==> src/rtl/wb_port_sequencer.sv <==
// wb_port_sequencer: serialises one or two writeback results onto the single
// register-file write port and tracks outstanding writes per register.
module wb_port_sequencer #(
  parameter int NREGS  = 16,
  parameter int IDX_W  = 4,
  parameter int DATA_W = 64,
  parameter int CNT_W  = 2
) (
  input  logic              clk,
  input  logic              reset,
  input  logic              wb_valid,
  output logic              wb_ready,
  input  logic              wb_we0,
  input  logic [IDX_W-1:0]  wb_idx0,
  input  logic [DATA_W-1:0] wb_data0,
  input  logic              wb_we1,
  input  logic [IDX_W-1:0]  wb_idx1,
  input  logic [DATA_W-1:0] wb_data1,
  output logic              rf_we,
  output logic [IDX_W-1:0]  rf_waddr,
  output logic [DATA_W-1:0] rf_wdata,
  output logic              wb_done,
  input  logic              sb_set,
  input  logic [IDX_W-1:0]  sb_set_idx,
  output logic [NREGS-1:0]  busy_mask,
  output logic              sb_overflow
);

  typedef enum logic [1:0] {IDLE, WR0, WR1, NOP} state_e;

  localparam logic [CNT_W-1:0] CNT_MAX = '1;
  localparam logic [CNT_W-1:0] CNT_ONE = CNT_W'(1);

  state_e            state_q;
  logic              we1_q;
  logic [IDX_W-1:0]  idx1_q;
  logic [DATA_W-1:0] data1_q;
  logic              rf_we_q;
  logic [IDX_W-1:0]  rf_waddr_q;
  logic [DATA_W-1:0] rf_wdata_q;
  logic              wb_done_q;

  logic [CNT_W-1:0]  cnt_q [NREGS];
  logic [CNT_W-1:0]  cnt_d [NREGS];
  logic              ovf_q;
  logic              ovf_d;
  logic [NREGS-1:0]  inc_v;
  logic [NREGS-1:0]  dec_v;

  assign wb_ready    = (state_q == IDLE);
  assign rf_we       = rf_we_q;
  assign rf_waddr    = rf_waddr_q;
  assign rf_wdata    = rf_wdata_q;
  assign wb_done     = wb_done_q;
  assign sb_overflow = ovf_q;

  // Outputs are computed for the state being entered, so they are
  // registered and line up with that state's cycle.
  always_ff @(posedge clk or posedge reset) begin
    if (reset) begin
      state_q    <= IDLE;
      we1_q      <= 1'b0;
      idx1_q     <= '0;
      data1_q    <= '0;
      rf_we_q    <= 1'b0;
      rf_waddr_q <= '0;
      rf_wdata_q <= '0;
      wb_done_q  <= 1'b0;
    end else begin
      rf_we_q   <= 1'b0;
      wb_done_q <= 1'b0;
      unique case (state_q)
        IDLE: begin
          if (wb_valid) begin
            we1_q   <= wb_we1;
            idx1_q  <= wb_idx1;
            data1_q <= wb_data1;
            if (wb_we0) begin
              state_q    <= WR0;
              rf_we_q    <= 1'b1;
              rf_waddr_q <= wb_idx0;
              rf_wdata_q <= wb_data0;
              wb_done_q  <= ~wb_we1;
            end else if (wb_we1) begin
              state_q    <= WR1;
              rf_we_q    <= 1'b1;
              rf_waddr_q <= wb_idx1;
              rf_wdata_q <= wb_data1;
              wb_done_q  <= 1'b1;
            end else begin
              state_q   <= NOP;
              wb_done_q <= 1'b1;
            end
          end
        end
        WR0: begin
          if (we1_q) begin
            state_q    <= WR1;
            rf_we_q    <= 1'b1;
            rf_waddr_q <= idx1_q;
            rf_wdata_q <= data1_q;
            wb_done_q  <= 1'b1;
          end else begin
            state_q <= IDLE;
          end
        end
        WR1:     state_q <= IDLE;
        NOP:     state_q <= IDLE;
        default: state_q <= IDLE;
      endcase
    end
  end

  always_comb begin
    inc_v = '0;
    dec_v = '0;
    for (int i = 0; i < NREGS; i++) begin
      inc_v[i] = sb_set && (sb_set_idx == IDX_W'(i));
      dec_v[i] = rf_we_q && (rf_waddr_q == IDX_W'(i));
    end
  end

  // A simultaneous set and clear on one register cancel out.
  always_comb begin
    ovf_d = ovf_q;
    for (int i = 0; i < NREGS; i++) begin
      cnt_d[i] = cnt_q[i];
      if (inc_v[i] && !dec_v[i]) begin
        if (cnt_q[i] == CNT_MAX) ovf_d = 1'b1;
        else cnt_d[i] = cnt_q[i] + CNT_ONE;
      end else if (dec_v[i] && !inc_v[i]) begin
        if (cnt_q[i] != '0) cnt_d[i] = cnt_q[i] - CNT_ONE;
      end
    end
  end

  always_ff @(posedge clk or posedge reset) begin
    if (reset) begin
      ovf_q <= 1'b0;
      for (int i = 0; i < NREGS; i++) cnt_q[i] <= '0;
    end else begin
      ovf_q <= ovf_d;
      for (int i = 0; i < NREGS; i++) cnt_q[i] <= cnt_d[i];
    end
  end

  always_comb begin
    busy_mask = '0;
    for (int i = 0; i < NREGS; i++) busy_mask[i] = (cnt_q[i] != '0);
  end

endmodule
==> config.mk <==
export PLATFORM = sky130hd
export DESIGN_NAME = wb_port_sequencer
export DESIGN_NICKNAME = d
export VERILOG_FILES = /design/src/rtl/wb_port_sequencer.sv
export SDC_FILE = /design/constraint.sdc
export NUM_CORES = 1
export LEC_CHECK = 0
export CAP_MARGIN = 15
export CORE_MARGIN = 2
export CORE_UTILIZATION = 35
export DETAILED_ROUTE_END_ITERATION = 8
export PLACE_DENSITY = 0.66
export SLEW_MARGIN = 20
export SYNTH_ARGS = -nofsm -noshare
export SYNTH_HDL_FRONTEND = slang
export SYNTH_SLANG_ARGS = --single-unit
==> constraint.sdc <==
create_clock -name clk -period 6.74 [get_ports clk]
set_clock_uncertainty 0.15 [all_clocks]
set_input_delay 1.348 -clock clk [delete_from_list [all_inputs] [get_ports clk]]
set_output_delay 1.348 -clock clk [all_outputs]
set_load 0.02 [all_outputs]
==> run metrics, run 1 <==
power density normalized to cell area=352 nW/um^2; Flop pwr share=0.392; Async SR Flop Fraction=1.00; antenna violations before repair=3; post-route DRC violation count=0; Most used DFF post-synth=sky130_fd_sc_hd__dfrtp_1; Clk Tree Root Cell=sky130_fd_sc_hd__clkbuf_16; insertion delay to the later sink of the worst-skew pair=430 ps; total of endpoints with negative setup slack in the final report=0; wire length of the first global-routing pass=37700 um; portion of the post-synthesis area used by sequential elements=0.498; count of port buffers added during placement=233; reg-to-reg endpoint=rf_wdata[9]$_DFFE_PP0P_; Layout fillers=2312; chip width=162 um; Total Die Area=26300 sq um; final critical path time including I/O delays and setup=3380 ps; Netlist cell types=50; post-CTS setup buffer count=0; relative contribution of the clock network to total power=0.239; hold crit path type=flop to flop; Reg clk slew, reported paths=70 ps; share of layout cells above drive strength 1=0.131; number of enable-type register cells in the synthesized netlist=0; sort of element at the start of the critical path=primary input; total I/O pin count=234; die height=162 um; cell leakage power=5.03 nW; worst setup slack for register-to-register paths=4240 ps; # nets final=1248; final estimated routing congestion in global placement=0.824; list of cells traversed by the critical path=clkdlybuf4s50_1 > nand2b_1 > o21ai_0 > nand2b_4 > buf_4 > o21ai_0; standard-cell row count=57; final worst-path cycle share=0.501; hold buffer count at CTS=0; number of buffers and inverters on the critical path=2; most used standard cell by instance count after synthesis=sky130_fd_sc_hd__dfrtp_1; number of DRC markers in iteration 0=455; effective utilization at floorplan=0.358; area of all sequential standard cells=4350 sq um; summed instance area of the synthesized netlist=8740 sq um; Reg-to-Reg Start=state_q[0]$_DFFE_PP0P_; final antenna-violating net count=0; Detailed Route WL=23300 um; synth-to-layout area growth=36.7%; post-cts resize count=0; HPWL after detailed placement=16600 um; RSZ-0062 raised after global routing=no; H-tree levels=4; total routing resource utilization after global routing=0.182; arrival time at the worst endpoint=3500 ps; overall overflow remaining after global route=0; number of synthesized register bits=174; kind of capture point of the worst setup path=flop; largest delay contributor family on the critical path=buffers and inverters; maximum buffer depth of the clock tree=2; total number of cells along the worst setup path=6; list of most frequent post-synthesis cells=174 x sky130_fd_sc_hd__dfrtp_1, 112 x sky130_fd_sc_hd__nor2_1, 102 x sky130_fd_sc_hd__nand2_1; total core area=24400 sq um; combinational share of power=0.369; average footprint of a synthesized cell=9.82 sq um; CP Capture Point=rf_wdata[9]$_DFFE_PP0P_; Max-slew headroom=0.451; TritonCTS buffer count=17; Syn Nets=1036; result of the run=complete, no violations; Highest Clock Rate=296 MHz; total number of clock tree sinks=174; worst IR drop on VDD=158 uV; cells after synthesis=890; internal power=2.69 mW; via count normalized by instance count=4.93; switching component of the power=1.51 mW; Maximum Capacitance Violations=0; largest cells by area after synthesis=sky130_fd_sc_hd__dfrtp_1 50%, sky130_fd_sc_hd__mux2_2 9.5%, sky130_fd_sc_hd__mux2i_1 7.9%; slew at the pin with the worst max-slew slack=821 ps; CP dominant cell by count=sky130_fd_sc_hd__o21ai_0; Sw Share=0.360; vias post-DR=7096; area of combinational cells with multiple inputs=4140 sq um; setup TNS after final layout=0 ps; via count of the first global-routing pass=7070; slowest stage delay, CP=620 ps; Slew Viols, Final=0; number of warnings reported in the yosys synthesis log=0; clock tree from TritonCTS=yes; share of the core filled with cells=0.490; number of cells on the worst reg-to-reg path=5; critical-path maximum fanout=70; Worst Setup Path Type=primary input to flop; total count of hold-check failures in the final report=0; library cell occupying the most area in the post-synthesis netlist=sky130_fd_sc_hd__dfrtp_1; critical path data required time=6860 ps; largest net degree at the start of global routing=75; area share of the leading cell type in the synthesized netlist=0.498; average wire per standard cell=16.2 um; number of detailed-route iterations in the first pass=5; cell with the biggest individual delay on the critical path=sky130_fd_sc_hd__buf_4; launch point of the critical path=wb_valid
==> worst min-delay path by stage <==
stage | startpoint | end | slack [ps] | cells past startpoint
3_5_place_dp | rf_wdata[12]$_DFFE_PP0P_ | rf_wdata[12]$_DFFE_PP0P_ | 320 | 2
2_1_floorplan | cnt_q[14]$_DFFE_PP0P_ | cnt_q[14]$_DFFE_PP0P_ | 320 | 1
6_report | rf_wdata[12]$_DFFE_PP0P_ | rf_wdata[12]$_DFFE_PP0P_ | 330 | 2
3_3_place_gp | rf_wdata[12]$_DFFE_PP0P_ | rf_wdata[12]$_DFFE_PP0P_ | 310 | 2
4_1_cts | rf_wdata[50]$_DFFE_PP0P_ | rf_wdata[50]$_DFFE_PP0P_ | 340 | 2
5_1_grt | rf_wdata[25]$_DFFE_PP0P_ | rf_wdata[25]$_DFFE_PP0P_ | 350 | 2
==> cell usage in the layout (no fill, tap or decap), types with 6 or more instances in the layout <==
cell type	n
sky130_fd_sc_hd__nand2_1	102
sky130_fd_sc_hd__inv_1	12
sky130_fd_sc_hd__and3_1	6
sky130_fd_sc_hd__mux2i_1	69
sky130_fd_sc_hd__nor2b_1	8
sky130_fd_sc_hd__dfrtp_1	174
sky130_fd_sc_hd__nor2_1	111
sky130_fd_sc_hd__nand3_1	8
sky130_fd_sc_hd__clkdlybuf4s50_1	232
sky130_fd_sc_hd__clkbuf_16	17
sky130_fd_sc_hd__a21oi_1	93
sky130_fd_sc_hd__nor3_1	8
sky130_fd_sc_hd__nand3b_1	6
sky130_fd_sc_hd__buf_4	9
sky130_fd_sc_hd__or2_2	17
sky130_fd_sc_hd__o21ai_0	82
sky130_fd_sc_hd__mux2_2	74
==> area by class of cell <==
type                            count  area share
Tap cell                          324      0.0339
Timing Repair Buffer              241       0.200
Multi-Input combinational cell    655       0.346
Sequential cell                   174       0.364
Clock inverter                     14      0.0137
Inverter                           13     0.00450
Antenna cell                        1    0.000209
Clock buffer                       18      0.0368
==> flip-flops by register name, summed over array words and instances, names as in the netlist <==
register     count
cnt_q           32
data1_q         64
idx1_q           4
rf_waddr         4
rf_wdata        64
rf_we            1
sb_overflow      1
state_q          2
wb_done          1
we1_q            1
==> routing by layer <==
metal / global-route usage / part of all wire / wire [um] / vias up
met3: 0.0794 / 0.093 / 2160 / 18
met1: 0.234 / 0.44 / 10200 / 3346
met5: 0 / 0.0011 / 25 / -
met2: 0.286 / 0.46 / 10700 / 186
met4: 0.0398 / 0.0079 / 183 / 4
li1: - / - / - / 3542
==> cell families after synthesis <==
family,synth area share
buf+inv,0.0308
simple gates,0.156
flops,0.498
mux,0.174
compound gates,0.141
==> power groups by stage <==
| stage | clock network (mW) | logic (mW) | registers [mW] |
|---|---|---|---|
| global placement | 0 | 1.55 | 1.66 |
| finish | 1.00 | 1.55 | 1.65 |
| global route | 1.08 | 1.69 | 1.70 |
| floorplan | 0 | 0.660 | 1.82 |
| detailed placement | 0 | 1.57 | 1.66 |
| CTS | 1.03 | 1.57 | 1.65 |
==> worst reg2reg max path, stage by stage, from the launching register on <==
cell and delay (ps):
sky130_fd_sc_hd__dfrtp_1 390, sky130_fd_sc_hd__nand2b_1 240, sky130_fd_sc_hd__o21ai_0 200, sky130_fd_sc_hd__nand2b_4 510, sky130_fd_sc_hd__buf_4 630, sky130_fd_sc_hd__o21ai_0 240
==> stage by stage <==
stage          power, mW  setup WS [ps]  cells  hold slack [ps]  cell area, sq um
3_3_place_gp        3.21           2980   1407              311             11300
3_5_place_dp        3.23           2880   1407              320             11300
5_1_grt             4.47           3110   1439              346             11900
2_1_floorplan       2.48            525    890              321              8740
6_report            4.20           3360   1440              328             11900
4_1_cts             4.25           3330   1439              336             11900
(Power assumes the default switching activity.)
==> inputs of run 2 (changes only) <==
--- a/config.mk
+++ b/config.mk
@@ -9,7 +9,7 @@
 export CORE_MARGIN = 2
 export CORE_UTILIZATION = 35
 export DETAILED_ROUTE_END_ITERATION = 8
-export PLACE_DENSITY = 0.66
+export PLACE_DENSITY = 0.68
 export SLEW_MARGIN = 20
 export SYNTH_ARGS = -nofsm -noshare
 export SYNTH_HDL_FRONTEND = slang
==> constraint.sdc (replaced) <==
create_clock -name clk -period 2.76 [get_ports clk]
set_clock_uncertainty 0.15 [all_clocks]
set_input_delay 0.552 -clock clk [delete_from_list [all_inputs] [get_ports clk]]
set_output_delay 0.552 -clock clk [all_outputs]
set_load 0.02 [all_outputs]
==> run 2 against run 1 <==
  * Worst setup slack worse by 3100 ps
  * Sequential power rose by 140%
  * Final cell count is 0.63% higher
  * Design area grew 1.4%
  * Sequential cell count unchanged
  * Sequential share of layout area down 0.52 points
  * Largest cell class unchanged
  * Die area unchanged
  * Routed wire length shrank 0.33%
==> run metrics, run 2 (same netlist as run 1, synthesis figures left out) <==
result of the run=complete, no violations; post-cts resize count=0 (unchanged); H-tree levels=4 (unchanged); DP Worst Slack=82.3 ps (-2800 ps); number of buffers and inverters on the critical path=1 (-1); sort of element at the start of the critical path=flop; list of cells traversed by the critical path=or2_2 > clkdlybuf4s50_1; Worst Setup Path Type=flop to output pin; switching component of the power=3.69 mW (+140%); most common cell after layout, fill and taps aside=sky130_fd_sc_hd__clkdlybuf4s50_1; post-CTS setup buffer count=0 (unchanged); die height=162 um (unchanged); area of placed instances=11500 sq um (+1.6%); Detailed Route WL=23200 um (-0.33%); slowest stage delay, CP=550 ps (-70 ps); total count of hold-check failures in the final report=0 (unchanged); count of port buffers added during placement=233 (unchanged); standard-cell row count=57 (unchanged); vias post-DR=7231 (+1.9%); worst IR drop on VDD=365 uV (+130%); Max-slew headroom=0.587 (+0.136); maximum buffer depth of the clock tree=2 (unchanged); total number of clock tree sinks=174 (unchanged); RSZ-0062 raised after global routing=no; number of DRC markers in iteration 0=427 (-6.2%); cell leakage power=5.10 nW (+1.4%); largest delay contributor family on the critical path=buffers and inverters; final worst-path cycle share=0.888; Slew Viols, Final=0 (unchanged); effective utilization at floorplan=0.358 (unchanged); Cells after DPL=1417 (+0.71%); TritonCTS buffer count=17 (unchanged); overall overflow remaining after global route=0 (unchanged); largest net degree at the start of global routing=66 (-12%); hold buffer count at CTS=0 (unchanged); Layout fillers=2325 (+0.56%); total core area=24400 sq um (unchanged); total of endpoints with negative setup slack in the final report=0 (unchanged); total I/O pin count=234 (unchanged); final critical path time including I/O delays and setup=2450 ps; relative contribution of the clock network to total power=0.237 (-0.002); kind of capture point of the worst setup path=output pin; final antenna-violating net count=0 (unchanged); cell with the biggest individual delay on the critical path=sky130_fd_sc_hd__clkdlybuf4s50_1; critical path data required time=2060 ps (-4800 ps); diodes inserted=0 (-1); average wire per standard cell=16.0 um (-0.95%); Clk Tree Root Cell=sky130_fd_sc_hd__clkbuf_16; most frequent cells in the layout=232 x sky130_fd_sc_hd__clkdlybuf4s50_1, 174 x sky130_fd_sc_hd__dfrtp_1, 111 x sky130_fd_sc_hd__nor2_1, 102 x sky130_fd_sc_hd__nand2_1, 93 x sky130_fd_sc_hd__a21oi_1; Power, Total=10.3 mW (+140%); slew at the pin with the worst max-slew slack=611 ps (-210 ps); Sw Share=0.359 (-0.000631); # nets final=1258 (+0.80%); total routing resource utilization after global routing=0.181 (-0.00145); via count normalized by instance count=4.99 (+1.3%); post-route DRC violation count=0 (unchanged); wire length of the first global-routing pass=37400 um (-0.73%); Reg clk slew, reported paths=70 ps (about the same); via count of the first global-routing pass=7151 (+1.1%); hold crit path type=flop to flop; synth-to-layout area growth=38.7%; arrival time at the worst endpoint=1750 ps (-1750 ps); chip width=162 um (unchanged); Total Die Area=26300 sq um (unchanged); antenna violations before repair=0 (-3); HPWL after detailed placement=16700 um (+0.95%); finished layout cell area=12100 sq um (+1.4%); share of layout cells above drive strength 1=0.138 (+0.00684); Flop pwr share=0.390 (-0.002); final estimated routing congestion in global placement=0.865 (+5.0%); power density normalized to cell area=849 nW/um^2 (+140%); insertion delay to the later sink of the worst-skew pair=420 ps (about the same); number of detailed-route iterations in the first pass=4 (-1); critical-path maximum fanout=8 (-89%); Highest Clock Rate=408 MHz; combinational share of power=0.374 (+0.005); clock tree from TritonCTS=yes; setup TNS after final layout=0 ps (unchanged); internal power=6.60 mW (+150%); Maximum Capacitance Violations=0 (unchanged); final standard cell count with taps included and fillers excluded=1449 (+0.63%); Final Worst Setup Slack=310 ps (-3050 ps)
==> run 2: changes by cell type in the layout (fill, tap and decap cells not counted) <==
cell | previous run | this run
sky130_fd_sc_hd__diode_2 | 1 | 0
sky130_fd_sc_hd__clkbuf_1 | 0 | 1
sky130_fd_sc_hd__buf_4 | 9 | 10
sky130_fd_sc_hd__buf_12 | 0 | 9
sky130_fd_sc_hd__inv_6 | 3 | 4
sky130_fd_sc_hd__clkinvlp_4 | 0 | 3
sky130_fd_sc_hd__clkinv_4 | 5 | 1
sky130_fd_sc_hd__clkbuf_8 | 1 | 0
==> run 2: power by group through the flow <==
stage	Sequential, mW	Clock, mW	Combinational (mW)
finish	4.01	2.43	3.84
global route	4.14	2.62	4.18
CTS	4.02	2.51	3.90
detailed placement	4.05	0	3.89
global placement	4.02	0	3.84
floorplan	4.45	0	1.61
==> run 2: worst reg2reg max path: stages, from the launching register on <==
cell and delay (ps):
sky130_fd_sc_hd__dfrtp_1 520, sky130_fd_sc_hd__and3b_1 440, sky130_fd_sc_hd__a211oi_1 120, sky130_fd_sc_hd__a2111oi_0 340, sky130_fd_sc_hd__and4_1 270, sky130_fd_sc_hd__nand4_1 80
==> run 2: final cells by class <==
cell class | instances | area (sq um) | share of cell area
Sequential cell | 174 | 4350 | 0.359
Multi-Input combinational cell | 655 | 4140 | 0.342
Timing Repair Buffer | 251 | 2580 | 0.213
Clock buffer | 18 | 429 | 0.0354
Tap cell | 324 | 405 | 0.0334
Clock inverter | 14 | 161 | 0.0133
Inverter | 13 | 52.6 | 0.00434
==> run 2: metrics by stage <==
stage          utilization  hold WS, ps
3_5_place_dp         0.473          319
2_1_floorplan            -          321
6_report             0.497          329
4_1_cts              0.497          336
5_1_grt              0.497          351
3_3_place_gp         0.473          312
==> run 2: routing by layer <==
metal / wire [um] / global-route usage / vias up
met4: 197 / 0.0418 / 0
met1: 9600 / 0.217 / 3431
met3: 2350 / 0.0835 / 17
met5: 0 / 0 / -
met2: 11100 / 0.296 / 215
li1: - / - / 3568
==> run 2: final timing paths <==
path | slack, ps | end | cells past startpoint | startpoint
max reg2reg | 700 | sb_overflow$_DFF_PP0_ | 5 | rf_waddr[2]$_DFFE_PP0P_
min reg2reg | 330 | rf_wdata[1]$_DFFE_PP0P_ | 2 | rf_wdata[1]$_DFFE_PP0P_
max in group asynchronous | 1420 | data1_q[22]$_DFFE_PP0P_ | 3 | reset
min | 330 | rf_wdata[1]$_DFFE_PP0P_ | 2 | rf_wdata[1]$_DFFE_PP0P_
max | 310 | busy_mask[11] | 2 | cnt_q[8]$_DFFE_PP0P_
min in group asynchronous | 360 | rf_wdata[61]$_DFFE_PP0P_ | 2 | reset
==> inputs of run 3 (changes only) <==
--- a/config.mk
+++ b/config.mk
@@ -9,6 +9,7 @@
 export CORE_MARGIN = 2
 export CORE_UTILIZATION = 35
 export DETAILED_ROUTE_END_ITERATION = 8
+export GPL_ROUTABILITY_DRIVEN = 1
 export PLACE_DENSITY = 0.68
 export SLEW_MARGIN = 20
 export SYNTH_ARGS = -nofsm -noshare
==> results of run 3 <==
No change in the layout: final DEF, timing and power equal those of run 2.
